==> src/rtl/apb_master_bridge_if.sv <==
// APB bus bundle shared by the bridge and its slaves.
// Master drives the request side, slave drives ready/data/error.
interface apb_intf #(
    parameter int ADDR_W = 32
);
    logic              psel;
    logic              penable;
    logic              pwrite;
    logic [ADDR_W-1:0] paddr;
    logic [31:0]       pwdata;
    logic [31:0]       prdata;
    logic              pready;
    logic              pslverr;

    modport master (
        output psel, penable, pwrite, paddr, pwdata,
        input  prdata, pready, pslverr
    );

    modport slave (
        input  psel, penable, pwrite, paddr, pwdata,
        output prdata, pready, pslverr
    );
endinterface

==> src/rtl/apb_master_bridge.sv <==
// Valid/ready command to single APB transfer bridge with one buffered
// response and an optional pready timeout.
module apb_master_bridge #(
    parameter int ADDR_W      = 32,
    parameter int TIMEOUT_CYC = 256
) (
    input  logic              clk,
    input  logic              rstn,
    input  logic              req_valid,
    output logic              req_ready,
    input  logic              req_write,
    input  logic [ADDR_W-1:0] req_addr,
    input  logic [31:0]       req_wdata,
    output logic              rsp_valid,
    input  logic              rsp_ready,
    output logic [31:0]       rsp_rdata,
    output logic              rsp_err,
    output logic              rsp_timeout,
    apb_intf.master           apb
);
    localparam logic [1:0] S_IDLE   = 2'd0;
    localparam logic [1:0] S_SETUP  = 2'd1;
    localparam logic [1:0] S_ACCESS = 2'd2;
    localparam logic [1:0] S_RESP   = 2'd3;

    localparam int CNT_W = (TIMEOUT_CYC > 1) ? $clog2(TIMEOUT_CYC) : 1;
    localparam int CNT_LAST_I = (TIMEOUT_CYC > 0) ? TIMEOUT_CYC - 1 : 0;
    localparam logic [CNT_W-1:0] CNT_LAST = CNT_W'(CNT_LAST_I);
    localparam bit TO_EN = (TIMEOUT_CYC != 0);

    logic [1:0]        r_state;
    logic [CNT_W-1:0]  r_cnt;
    logic              r_pwrite;
    logic [ADDR_W-1:0] r_paddr;
    logic [31:0]       r_pwdata;
    logic [31:0]       r_rdata;
    logic              r_err;
    logic              r_to;

    logic w_accept;
    logic w_expire;

    assign req_ready = (r_state == S_IDLE);
    assign w_accept  = req_valid && req_ready;
    assign w_expire  = TO_EN && (r_cnt == CNT_LAST);

    always_ff @(posedge clk or negedge rstn) begin
        if (!rstn) begin
            r_state  <= S_IDLE;
            r_cnt    <= '0;
            r_pwrite <= 1'b0;
            r_paddr  <= '0;
            r_pwdata <= '0;
            r_rdata  <= '0;
            r_err    <= 1'b0;
            r_to     <= 1'b0;
        end else begin
            unique case (r_state)
                S_IDLE: begin
                    if (w_accept) begin
                        r_state  <= S_SETUP;
                        r_cnt    <= '0;
                        r_pwrite <= req_write;
                        r_paddr  <= req_addr;
                        r_pwdata <= req_wdata;
                    end
                end
                S_SETUP: begin
                    r_state <= S_ACCESS;
                end
                S_ACCESS: begin
                    if (apb.pready) begin
                        r_state <= S_RESP;
                        r_rdata <= r_pwrite ? 32'd0 : apb.prdata;
                        r_err   <= apb.pslverr;
                        r_to    <= 1'b0;
                    end else if (w_expire) begin
                        // abort: slave is assumed side-effect-free here
                        r_state <= S_RESP;
                        r_rdata <= 32'd0;
                        r_err   <= 1'b1;
                        r_to    <= 1'b1;
                    end else begin
                        r_cnt <= r_cnt + 1'b1;
                    end
                end
                S_RESP: begin
                    if (rsp_ready) begin
                        r_state <= S_IDLE;
                    end
                end
                default: begin
                    r_state <= S_IDLE;
                end
            endcase
        end
    end

    assign apb.psel    = (r_state == S_SETUP) || (r_state == S_ACCESS);
    assign apb.penable = (r_state == S_ACCESS);
    assign apb.pwrite  = r_pwrite;
    assign apb.paddr   = r_paddr;
    assign apb.pwdata  = r_pwdata;

    assign rsp_valid   = (r_state == S_RESP);
    assign rsp_rdata   = r_rdata;
    assign rsp_err     = r_err;
    assign rsp_timeout = r_to;
endmodule

==> src/flat_wrapper.sv <==
// flat-port wrapper written by rule: the top's interface ports become plain ports
module apb_master_bridge_flat 
#(
    parameter int ADDR_W      = 32,
    parameter int TIMEOUT_CYC = 256
)
  (clk, rstn, req_valid, req_ready, req_write, req_addr, req_wdata, rsp_valid, rsp_ready, rsp_rdata, rsp_err, rsp_timeout, apb_psel, apb_penable, apb_pwrite, apb_paddr, apb_pwdata, apb_prdata, apb_pready, apb_pslverr);
  apb_intf #(.ADDR_W(ADDR_W)) apb_i ();
  input  logic clk;
  input  logic rstn;
  input  logic req_valid;
  output logic req_ready;
  input  logic req_write;
  input  logic [ADDR_W-1:0] req_addr;
  input  logic [31:0] req_wdata;
  output logic rsp_valid;
  input  logic rsp_ready;
  output logic [31:0] rsp_rdata;
  output logic rsp_err;
  output logic rsp_timeout;
  output wire logic [$bits(apb_i.psel)-1:0] apb_psel;
  output wire logic [$bits(apb_i.penable)-1:0] apb_penable;
  output wire logic [$bits(apb_i.pwrite)-1:0] apb_pwrite;
  output wire logic [$bits(apb_i.paddr)-1:0] apb_paddr;
  output wire logic [$bits(apb_i.pwdata)-1:0] apb_pwdata;
  input wire logic [$bits(apb_i.prdata)-1:0] apb_prdata;
  input wire logic [$bits(apb_i.pready)-1:0] apb_pready;
  input wire logic [$bits(apb_i.pslverr)-1:0] apb_pslverr;
  assign apb_psel = apb_i.psel;
  assign apb_penable = apb_i.penable;
  assign apb_pwrite = apb_i.pwrite;
  assign apb_paddr = apb_i.paddr;
  assign apb_pwdata = apb_i.pwdata;
  assign apb_i.prdata = apb_prdata;
  assign apb_i.pready = apb_pready;
  assign apb_i.pslverr = apb_pslverr;
  apb_master_bridge #(.ADDR_W(ADDR_W), .TIMEOUT_CYC(TIMEOUT_CYC)) u_core (.clk(clk), .rstn(rstn), .req_valid(req_valid), .req_ready(req_ready), .req_write(req_write), .req_addr(req_addr), .req_wdata(req_wdata), .rsp_valid(rsp_valid), .rsp_ready(rsp_ready), .rsp_rdata(rsp_rdata), .rsp_err(rsp_err), .rsp_timeout(rsp_timeout), .apb(apb_i));
endmodule
==> config.mk <==
export PLATFORM = sky130hd
export DESIGN_NAME = apb_master_bridge_flat
export DESIGN_NICKNAME = d
export VERILOG_FILES = /design/src/rtl/apb_master_bridge_if.sv /design/src/rtl/apb_master_bridge.sv /design/src/flat_wrapper.sv
export SDC_FILE = /design/constraint.sdc
export NUM_CORES = 1
export LEC_CHECK = 0
export ABC_AREA = 1
export CAP_MARGIN = 30
export CORE_MARGIN = 3
export CORE_UTILIZATION = 41
export CTS_BUF_LIST = sky130_fd_sc_hd__clkbuf_16
export DETAILED_ROUTE_END_ITERATION = 7
export PLACE_DENSITY = 0.77
export SKIP_LAST_GASP = 1
export SLEW_MARGIN = 15
export SYNTH_ARGS = -nofsm -noshare
export SYNTH_HDL_FRONTEND = slang
export SYNTH_SLANG_ARGS = --single-unit
==> constraint.sdc <==
create_clock -name clk -period 2.3 [get_ports clk]
set_clock_uncertainty 0.2 [all_clocks]
set_input_delay 0.69 -clock clk [delete_from_list [all_inputs] [get_ports clk]]
set_output_delay 0.69 -clock clk [all_outputs]
set_load 0.005 [all_outputs]
### Word-level counts from Yosys, hierarchy flattened

Index checks and enable logic that the tools add are counted.

* add/subtract/negate cells: 1
* equality and inequality tests: 9
* mux-type cells: 15
* reductions and logical operators: 9

Operator list (number)
* $mux 32: 3
* $mux 8: 3
* $pmux 8 s2: 1
* $add 8x1->8 const B: 1
* $eq 8x8->1 const B: 1
* $mux 2: 4
* $pmux 2 s4: 1
* $ne 2x2->1 const B: 3
* $eq 2x2->1 const B: 2
* $reduce_and 2->1: 2
* $reduce_and 4->1: 1
* $reduce_bool 2->1: 2
* $mux 1: 3
* $ne 3x1->1 const B: 1
* $reduce_and 3->1: 1
* $eq 2x1->1 const B: 1
* $logic_not 2->1: 1
* $ne 2x1->1 const B: 1
* $logic_and 1x1->1: 1
* $logic_or 1x1->1: 1

* flip-flop bits (word level): 109
* bits of input ports: 103
* output and inout port bits: 103

### Logic depth before layout (Yosys ltp)

Gate-level depths: netlist of the first run.

* depth in word-level cells: 4
* mapped depth: 9
* gate-level depth less buffers: 9

### Least setup slack after synthesis of the first run

No wires, ideal clock.

* kind: input -> register
* from: input port req_valid
* to: register u_core.r_paddr[12] (netlist: u_core.apb.paddr[12])
* setup time: 0.125 ns
* arrival: 1.483 ns
* data required time: 1.975 ns
* setup slack: 0.493 ns
* stages on the path: 4
* cell sequence: nand2_1 buf_2 buf_2 mux2_2

* word-level cells in the longest chain between the ends: 2

Ends and longest elaborated chain
* start: declaration: RTL line flat_wrapper.sv:11 `input logic req_valid;`
* $logic_and 1x1->1: RTL line apb_master_bridge.sv:44 `assign w_accept = req_valid && req_ready;`
* $reduce_and 2->1 (no line)
* end signal: assignment: RTL line apb_master_bridge.sv:64 `r_paddr <= req_addr;`
* end: declaration: RTL line apb_master_bridge.sv:34 `logic [ADDR_W-1:0] r_paddr;`

Every way passes these cells.
A chain may end at the register's enable or synchronous reset.

### Worst setup path in the final report of the first run

* from: register u_core.r_state[1]
* to: output port apb_psel

* word-level cells in the longest chain between the ends: 2

Ends and longest elaborated chain
* start: declaration: RTL line apb_master_bridge.sv:31 `logic [1:0] r_state;`
* start signal: assignment: RTL line apb_master_bridge.sv:49 `r_state <= S_IDLE;`
* start signal: assignment: RTL line apb_master_bridge.sv:61 `r_state <= S_SETUP;`
* start signal: assignment: RTL line apb_master_bridge.sv:69 `r_state <= S_ACCESS;`
* $eq 2x1->1 or $eq 2x2->1 (tied branches): RTL line apb_master_bridge.sv:99 `assign apb.psel = (r_state == S_SETUP) || (r_state == S_ACCESS);`
* $logic_or 1x1->1 (*): RTL line apb_master_bridge.sv:99
* end: declaration: RTL line flat_wrapper.sv:21 `output wire logic [$bits(apb_i.psel)-1:0] apb_psel;`

Every way passes the cells marked *; elsewhere a longest branch is shown, timed or not.

==> summary.txt, run 1 <==
xor/xnor share of the synthesized area -> 0%
Post-CTS Hold Buffers -> 0
Final Setup Violations -> 0
crit path from -> u_core.r_state[1]
Final WS setup -> 0.0463 ns
final worst path period need -> 2.25 ns
drt wl/cell -> 16.6 µm
# port buffers -> 205
outcome -> finished clean
largest net degree at the start of global routing -> 49
Critical Path Source Type -> register
CP delay by family, top -> flip-flops
Num CTS Buffers -> 9
slowest cell on the critical path -> dfrtp_1
TritonCTS clock tree -> built
Slew Limit Headroom -> 72.1%
Die ar. -> 12200 µm²
CP endpoint kind -> primary output
Critical R2R Capture -> u_core.rsp_rdata[13]
unique cell type count in the Yosys netlist -> 23
post-synthesis simple-gate area fraction -> 15.7%
nets -> 694
CTS H-tree depth -> 3
RSZ-0062 raised after global routing -> true
Max stage delay on crit path -> 0.39 ns
Final HPWL DP -> 8890 µm
GRT Total Usage -> 19.4%
Cell Rows -> 37
Pre-antenna DRT Iters -> 4
Worst-Margin Slew -> 0.418 ns
Initial DRC Count -> 155
clk buf depth -> 2
Yosys reg bits -> 109
vias in the first global route -> 3676
setup slack, reg-to-reg -> 0.24 ns
Max Slew Vio Count -> 0
first-pass GRT wire length -> 19400 µm
CP max FO -> 2
root buffer cell -> clkbuf_16
Synth Area in Adders -> 1.40%
Syn. warnings -> 0
maximum vdd drop -> 0.733 mV
main combinational cell family by area after synthesis -> multiplexers
Initial Util -> 42.8%
GRT Residual Overflow -> 0
routability cong. -> 0.815
sequential share of the synthesized area -> 60.9%
R2R depth -> 8
ant diodes -> 0
WP data arrival -> 1.36 ns
fin crit share -> 98.0%
share of cells above drive strength 1 -> 17.6%
synthesized cell area -> 4480 µm²
Worst EP required -> 1.41 ns
total stage count of the critical path -> 3
TritonCTS Sinks -> 109
WHS -> 0.0836 ns
Synth-to-Final Area Change -> 57.1%
mux contribution to synthesized area -> 16.3%
total I/O pin count -> 206
drt drc -> 0
critical path cell sequence -> inv_1 > ha_2 > dlygate4sd2_1
Crit Path Category -> register to primary output
Post-Syn Instances -> 379
initial antenna violation count -> 0
Compound-Gate Fraction of Synth Area -> 2.09%
Mean Syn Cell Area -> 11.8 µm²
Tot Pwr -> 8.54 mW
clk slew on worst S/H paths -> 0.07 ns
R2R Path Start -> u_core.r_state[1]
final wirelength -> 12100 µm
Worst Hold Class -> primary input to async pin
syn_nets -> 487
leak pwr -> 3.11 nW
Max Freq -> 0.444 GHz
Fin. Hold Viols -> 0
maxcap violations -> 0
Die H -> 111 µm
die width -> 111 µm
clock latency on the worst-skew pair -> 0.34 ns
pwr dens -> 1210 nW/µm²
pre-CTS setup slack -> 0.0239 ns
worst path bufs/invs -> 2
drt via density -> 4.99
critical path endpoint -> apb_psel
antenna-violating nets left -> 0
Vias -> 3628
Core Region -> 10500 µm²
-- cell type report --
cell class	instances	area, µm²
sequential	109	2730
clock inverter	7	67.6
multi-input combinational	236	1610
fill	829	3420
timing repair buffer	216	2190
clock buffer	9	225
inverter	14	52.6
tap	136	170
-- cell families after synthesis --
logic type               after synthesis
AO/OA/AOI/OAI                         16
flip-flops                           109
buffers and inverters                 35
AND/OR/NAND/NOR                      149
multiplexers                          65
adder cells (fa/ha/maj)                5
-- stage by stage --
stage / utilization [%] / area [µm²] / cells / TNS [ns]
global placement: 64.2 / 6720 / 708 / 0
detailed placement: 64.2 / 6720 / 708 / 0
floorplan: - / 4480 / 379 / 0
global route: 67.3 / 7040 / 727 / -0.0118
CTS: 67.1 / 7020 / 726 / -0.130
finish: 67.3 / 7040 / 727 / 0
-- where the power goes --
part / switching, mW / internal [mW] / leakage, nW
clock: 0.685 / 0.841 / 0.144
combinational: 1.39 / 2.42 / 1.62
sequential: 0.436 / 2.76 / 1.35
total: 2.51 / 6.03 / 3.11
-- metal layers --
metal,vias up,part of all wire [%],global-route usage [%]
met3,15,6.4,4.49
met1,1769,40,23.4
li1,1695,-,-
met2,149,52,34.3
met5,-,0,0
met4,0,1.7,5.99
-- flip-flops by register name (all words and copies together) (netlist names) --
register / cells
u_core.rsp_rdata: 32
u_core.rsp_err: 1
u_core.r_state: 2
u_core.apb.pwrite: 1
u_core.apb.pwdata: 32
u_core.rsp_timeout: 1
u_core.r_cnt: 8
u_core.apb.paddr: 32
-- cell usage in the layout, fill, tap and decap left out, drive strengths merged, types with 3 or more instances in the layout --
cell	instances
ha	5
inv	17
buf	12
clkdlybuf4s50	200
dfrtp	109
nand3	78
o21bai	3
mux2	65
nand2	61
o21ai	10
clkbuf	9
nor2	9
-- timing repair --
action                     CTS  global route
setup endpoints to repair    4            11
setup buffers                2             0
pin swaps                    0             1
resized for setup            5             3
gates cloned                 0             1
-- Yosys cell counts --
cell type	count	area (µm²)
a21oi_1	1	5.00
a21oi_2	1	8.76
buf_1	3	11.3
buf_2	11	55.1
buf_6	2	22.5
clkbuf_1	5	18.8
dfrtp_1	109	2730
ha_1	5	62.6
inv_1	14	52.6
mux2_2	65	732
nand2_1	59	221
nand2_2	1	6.26
nand2_4	1	11.3
nand3_1	75	375
nand3_4	2	35.0
nor2_1	7	26.3
nor2_2	1	6.26
nor2_4	1	11.3
o211ai_1	1	7.51
o21ai_0	3	15.0
o21ai_1	7	35.0
o21bai_1	3	22.5
or2_2	2	12.5
-- worst min-delay path by stage --
stage	end	startpoint	depth (start not counted)	slack (ns)
after floorplan	u_core.apb.paddr[0]	rstn	0	0.19
after global placement	u_core.rsp_rdata[2]	u_core.rsp_rdata[2]	2	0.28
after detailed placement	u_core.rsp_rdata[5]	u_core.rsp_rdata[5]	2	0.29
after CTS	u_core.apb.pwdata[9]	rstn	1	0.09
after global routing	u_core.apb.pwdata[9]	rstn	1	0.11
final	u_core.apb.pwdata[9]	rstn	1	0.08
Power figures use the tool's default switching activity.
==> inputs of run 2 (changes only) <==
Settings changed: CORE_MARGIN 3 to 1.5.
==> run 2 against run 1 <==
Net effect: combinational power rose by 3%; sequential power is essentially flat; sequential share of layout area fell by 0.21 points; sequential cell count unchanged; die area fell by 5.4%; worst hold slack got worse by 0.015 ns; worst setup slack worse by 0.00069 ns; wire length rose by 0.45%; final area grew 0.53%; register-to-register slack hardly changed; final cell count increased by 0.55%.
==> summary.txt, run 2 (synthesis results as in run 1) <==
outcome -> finished clean
Tot Pwr -> 8.61 mW
drt wl/cell -> 16.6 µm
first-pass GRT wire length -> 19400 µm
Final Setup Violations -> 0
critical path cell sequence -> buf_4 > ha_1 > dlygate4sd2_1
P_int -> 6.01 mW
ant diodes -> 0
drt drc -> 0
CTS H-tree depth -> 3
Max Freq -> 0.444 GHz
Pre-antenna DRT Iters -> 4
Worst EP required -> 1.41 ns
Num CTS Buffers -> 9
Clk pwr share -> 17.1%
area of the multi-input gates -> 1610 µm²
clk slew on worst S/H paths -> 0.08 ns
slowest cell on the critical path -> dfrtp_1
Critical Path Source Type -> register
total I/O pin count -> 206
routability cong. -> 0.795
Vias -> 3664
commonest non-fill, non-tap cell in the layout -> clkdlybuf4s50_1
CP endpoint kind -> primary output
final wirelength -> 12100 µm
largest net degree at the start of global routing -> 44
Critical R2R Capture -> u_core.r_cnt[7]
worst path bufs/invs -> 2
crit path from -> u_core.r_state[0]
commonest non-fill, non-tap cells in the layout -> clkdlybuf4s50_1, dfrtp_1, nand3_1
Initial Util -> 42.8%
WP data arrival -> 1.36 ns
fin area -> 7080 µm²
CP max FO -> 2
Seq pwr share -> 37.4%
Post-CTS Hold Buffers -> 0
clk buf depth -> 2
Worst Hold Class -> primary input to async pin
switching pwr -> 2.60 mW
total stage count of the critical path -> 3
Max Slew Vio Count -> 0
TritonCTS Sinks -> 109
CP delay by family, top -> buffers and inverters
Crit Path Category -> register to primary output
WHS -> 0.0683 ns
maximum vdd drop -> 0.922 mV
share of cells above drive strength 1 -> 18.7%
vias in the first global route -> 3813
Initial DRC Count -> 149
Die ar. -> 11600 µm²
post-placement cell area -> 6740 µm²
die width -> 108 µm
GRT Residual Overflow -> 0
setup_tns -> 0 ns
initial antenna violation count -> 0
Core Region -> 10500 µm²
Sw Share -> 30.2%
# port buffers -> 205
pwr dens -> 1220 nW/µm²
Worst-Margin Slew -> 0.398 ns
clock latency on the worst-skew pair -> 0.33 ns
TritonCTS clock tree -> built
Die H -> 108 µm
critical path endpoint -> rsp_valid
leak pwr -> 3.14 nW
GRT Total Usage -> 21.4%
Cell Rows -> 37
RSZ-0062 raised after global routing -> false
Max stage delay on crit path -> 0.40 ns
# fillers -> 822
R2R depth -> 9
nets -> 698
root buffer cell -> clkbuf_16
Slew Limit Headroom -> 73.5%
maxcap violations -> 0
Comb power frac -> 45.5%
setup slack, reg-to-reg -> 0.24 ns
fin crit share -> 98.0%
Reg area -> 2730 µm²
Final HPWL DP -> 8960 µm
R2R Path Start -> u_core.r_state[1]
Synth-to-Final Area Change -> 57.9%
antenna-violating nets left -> 0
final worst path period need -> 2.25 ns
drt via density -> 5.01
Fin. Hold Viols -> 0
## run 2: cell types whose count changed in the layout (fill, tap and decap cells not counted), moves of 2 or more
cell,delta
clkinvlp_4,-2
inv_6,+3
buf_4,+5
inv_1,-2
## run 2: stage by stage
step / std cells / setup WS [ns] / util, %
CTS: 731 / 0.00180 / 67.6
detailed placement: 710 / 0.0642 / 64.5
floorplan: 379 / 0.493 / -
global placement: 710 / 0.0966 / 64.5
finish: 731 / 0.0456 / 67.7
global route: 731 / 0.00435 / 67.7
## run 2: final cells by class
cell class                 instances  area share [%]
timing repair buffer             221            31.5
sequential                       109            38.5
tap                              136            2.40
inverter                          14           0.778
clock buffer                       9            3.18
multi-input combinational        235            22.8
clock inverter                     7           0.849
## run 2: worst min-delay path by stage
| stage | to | cells after the start |
|---|---|---|
| final | u_core.rsp_rdata[10] | 1 |
| after global routing | u_core.rsp_rdata[10] | 1 |
| after CTS | u_core.rsp_rdata[10] | 1 |
| after detailed placement | u_core.rsp_rdata[26] | 2 |
| after global placement | u_core.rsp_rdata[5] | 2 |
| after floorplan | u_core.apb.paddr[0] | 0 |
## run 2: layer usage
metal / track usage (%) / wire length [µm] / up-vias
li1: - / - / 1704
met1: 26.3 / 4770 / 1805
met2: 37.9 / 6340 / 138
met3: 4.30 / 814 / 17
met4: 6.39 / 182 / 0
met5: 0 / 0 / -
## run 2: power by group through the flow
| stage | clock [mW] | combinational, mW | sequential [mW] |
|---|---|---|---|
| 2_1_floorplan | 0 | 1.49 | 3.27 |
| 3_3_place_gp | 0 | 3.77 | 3.20 |
| 3_5_place_dp | 0 | 3.87 | 3.26 |
| 4_1_cts | 1.51 | 3.96 | 3.22 |
| 5_1_grt | 1.61 | 4.24 | 3.32 |
| 6_report | 1.47 | 3.92 | 3.22 |
## run 2: what timing repair did
action / 4_1_cts / 5_1_grt
cloned: 0 / 0
pin swaps: 1 / 0
setup buffers: 5 / 0
setup endpoints to repair: 4 / 1
resized for setup: 8 / 2
==> inputs of run 3 (changes only) <==
--- a/config.mk
+++ b/config.mk
@@ -9,8 +9,7 @@
 export CAP_MARGIN = 30
 export CORE_MARGIN = 1.5
-export CORE_UTILIZATION = 41
+export CORE_UTILIZATION = 30
 export CTS_BUF_LIST = sky130_fd_sc_hd__clkbuf_16
 export DETAILED_ROUTE_END_ITERATION = 7
-export PLACE_DENSITY = 0.77
 export SKIP_LAST_GASP = 1
 export SLEW_MARGIN = 15
==> constraint.sdc (replaced) <==
create_clock -name clk -period 2.3 [get_ports clk]
set_clock_uncertainty 0.2 [all_clocks]
set_input_delay 0.69 -clock clk [delete_from_list [all_inputs] [get_ports clk]]
set_output_delay 0.69 -clock clk [all_outputs]
set_load 0.05 [all_outputs]
==> run 3 against run 2 <==
Net effect: critical path depth unchanged; wire length shrank 3.3%; clock-buffer cell count is the same; final cell count grew 6.8%; sequential share of layout area rose by 0.76 points; non-clock buffer count increased by 3; global-route usage shrank 6.1 points; combinational power up 71%; largest cell class unchanged; largest power group unchanged.
==> summary.txt, run 3 (synthesis results as in run 1) <==
initial antenna violation count -> 0
outcome -> finished clean
Max Freq -> 0.449 GHz
TritonCTS Sinks -> 109
CTS H-tree depth -> 3
commonest non-fill, non-tap cells in the layout -> buf_4, dfrtp_1, clkdlybuf4s50_1
Worst EP required -> 1.41 ns
Max stage delay on crit path -> 0.38 ns
GRT Residual Overflow -> 0
nets -> 701
crit path from -> u_core.r_state[0]
clk slew on worst S/H paths -> 0.07 ns
WP data arrival -> 1.34 ns
Core Region -> 14500 µm²
Post-CTS Hold Buffers -> 0
pwr dens -> 1640 nW/µm²
leak pwr -> 3.27 nW
slowest cell on the critical path -> dfrtp_1
Initial DRC Count -> 201
fin area -> 6940 µm²
CP endpoint kind -> primary output
largest net degree at the start of global routing -> 110
Synth-to-Final Area Change -> 54.9%
die width -> 125 µm
setup_tns -> 0 ns
Pre-antenna DRT Iters -> 4
Final Setup Violations -> 0
Max Slew Vio Count -> 0
ant diodes -> 0
Initial Util -> 30.8%
Worst-Margin Slew -> 0.600 ns
maxcap violations -> 0
final wirelength -> 11700 µm
post-placement cell area -> 6660 µm²
commonest non-fill, non-tap cell in the layout -> buf_4
antenna-violating nets left -> 0
CP max FO -> 3
final worst path period need -> 2.23 ns
Die H -> 125 µm
share of cells above drive strength 1 -> 35.5%
drt drc -> 0
Final HPWL DP -> 8810 µm
drt wl/cell -> 15.0 µm
Num CTS Buffers -> 9
postcts setup bufs -> 0
critical path cell sequence -> inv_1 > ha_1 > buf_12
root buffer cell -> clkbuf_16
Fin. Hold Viols -> 0
GRT Total Usage -> 15.3%
vias in the first global route -> 3802
fin crit share -> 96.9%
Vias -> 3583
Cell Rows -> 44
# port buffers -> 205
cts repair resizes -> 1
R2R Path Start -> u_core.r_cnt[0]
clk buf depth -> 2
Critical Path Source Type -> register
routability cong. -> 0.732
Crit Path Category -> register to primary output
RSZ-0062 raised after global routing -> true
first-pass GRT wire length -> 19200 µm
Slew Limit Headroom -> 60.0%
Die ar. -> 15700 µm²
clock latency on the worst-skew pair -> 0.35 ns
total I/O pin count -> 206
setup slack, reg-to-reg -> 0.42 ns
# fillers -> 1381
maximum vdd drop -> 1.13 mV
Worst Hold Class -> primary input to async pin
TritonCTS clock tree -> built
drt via density -> 4.59
==> run 3: worst paths after layout <==
check | cells after the start | to
setup / recovery | 3 | apb_psel
hold / removal | 2 | u_core.apb.pwdata[2]
setup reg to reg | 7 | u_core.rsp_rdata[17]
hold reg to reg | 2 | u_core.rsp_err
max in group asynchronous | 2 | u_core.r_cnt[3]
min in group clk | 2 | u_core.rsp_err
==> run 3: layer usage <==
layer	wire, µm	vias up	global-route usage [%]
li1	-	1706	-
met1	4800	1713	18.3
met2	5860	140	25.3
met3	761	24	5.48
met4	292	0	5.75
met5	0	-	0
==> run 3: final cells by class <==
| type | count | area [µm²] | share of cell area [%] |
|---|---|---|---|
| clock buffers | 9 | 225 | 3.24 |
| clock inverters | 6 | 57.6 | 0.829 |
| inverters | 14 | 52.6 | 0.757 |
| multi-input cells | 235 | 1600 | 23.1 |
| flip-flops and latches | 109 | 2730 | 39.3 |
| well taps | 184 | 230 | 3.32 |
| repair buffers | 224 | 2050 | 29.5 |
==> run 3: where the power goes <==
group,internal [mW],switching [mW]
sequential,2.76,0.461
clock,0.829,0.675
combinational,2.33,4.36
==> run 3: worst max-delay path: cells and delay by family (launching register included) <==
kind / cells / cell delay, ns
buf+inv: 2 / 0.26
flops: 1 / 0.38
fa+ha+maj: 1 / 0.35
==> run 3: through the flow <==
step           power (mW)  cells  util, %  hold WS, ns  setup slack [ns]
4_1_cts              11.6    781     47.8        0.235            0.0374
6_report             11.4    781     47.8        0.192            0.0709
5_1_grt              12.0    781     47.8        0.247           -0.0275
3_5_place_dp         10.0    766     45.8        0.294            0.0638
2_1_floorplan        7.68    379        -        0.194             0.136
3_3_place_gp         9.93    766     45.8        0.286            0.0589
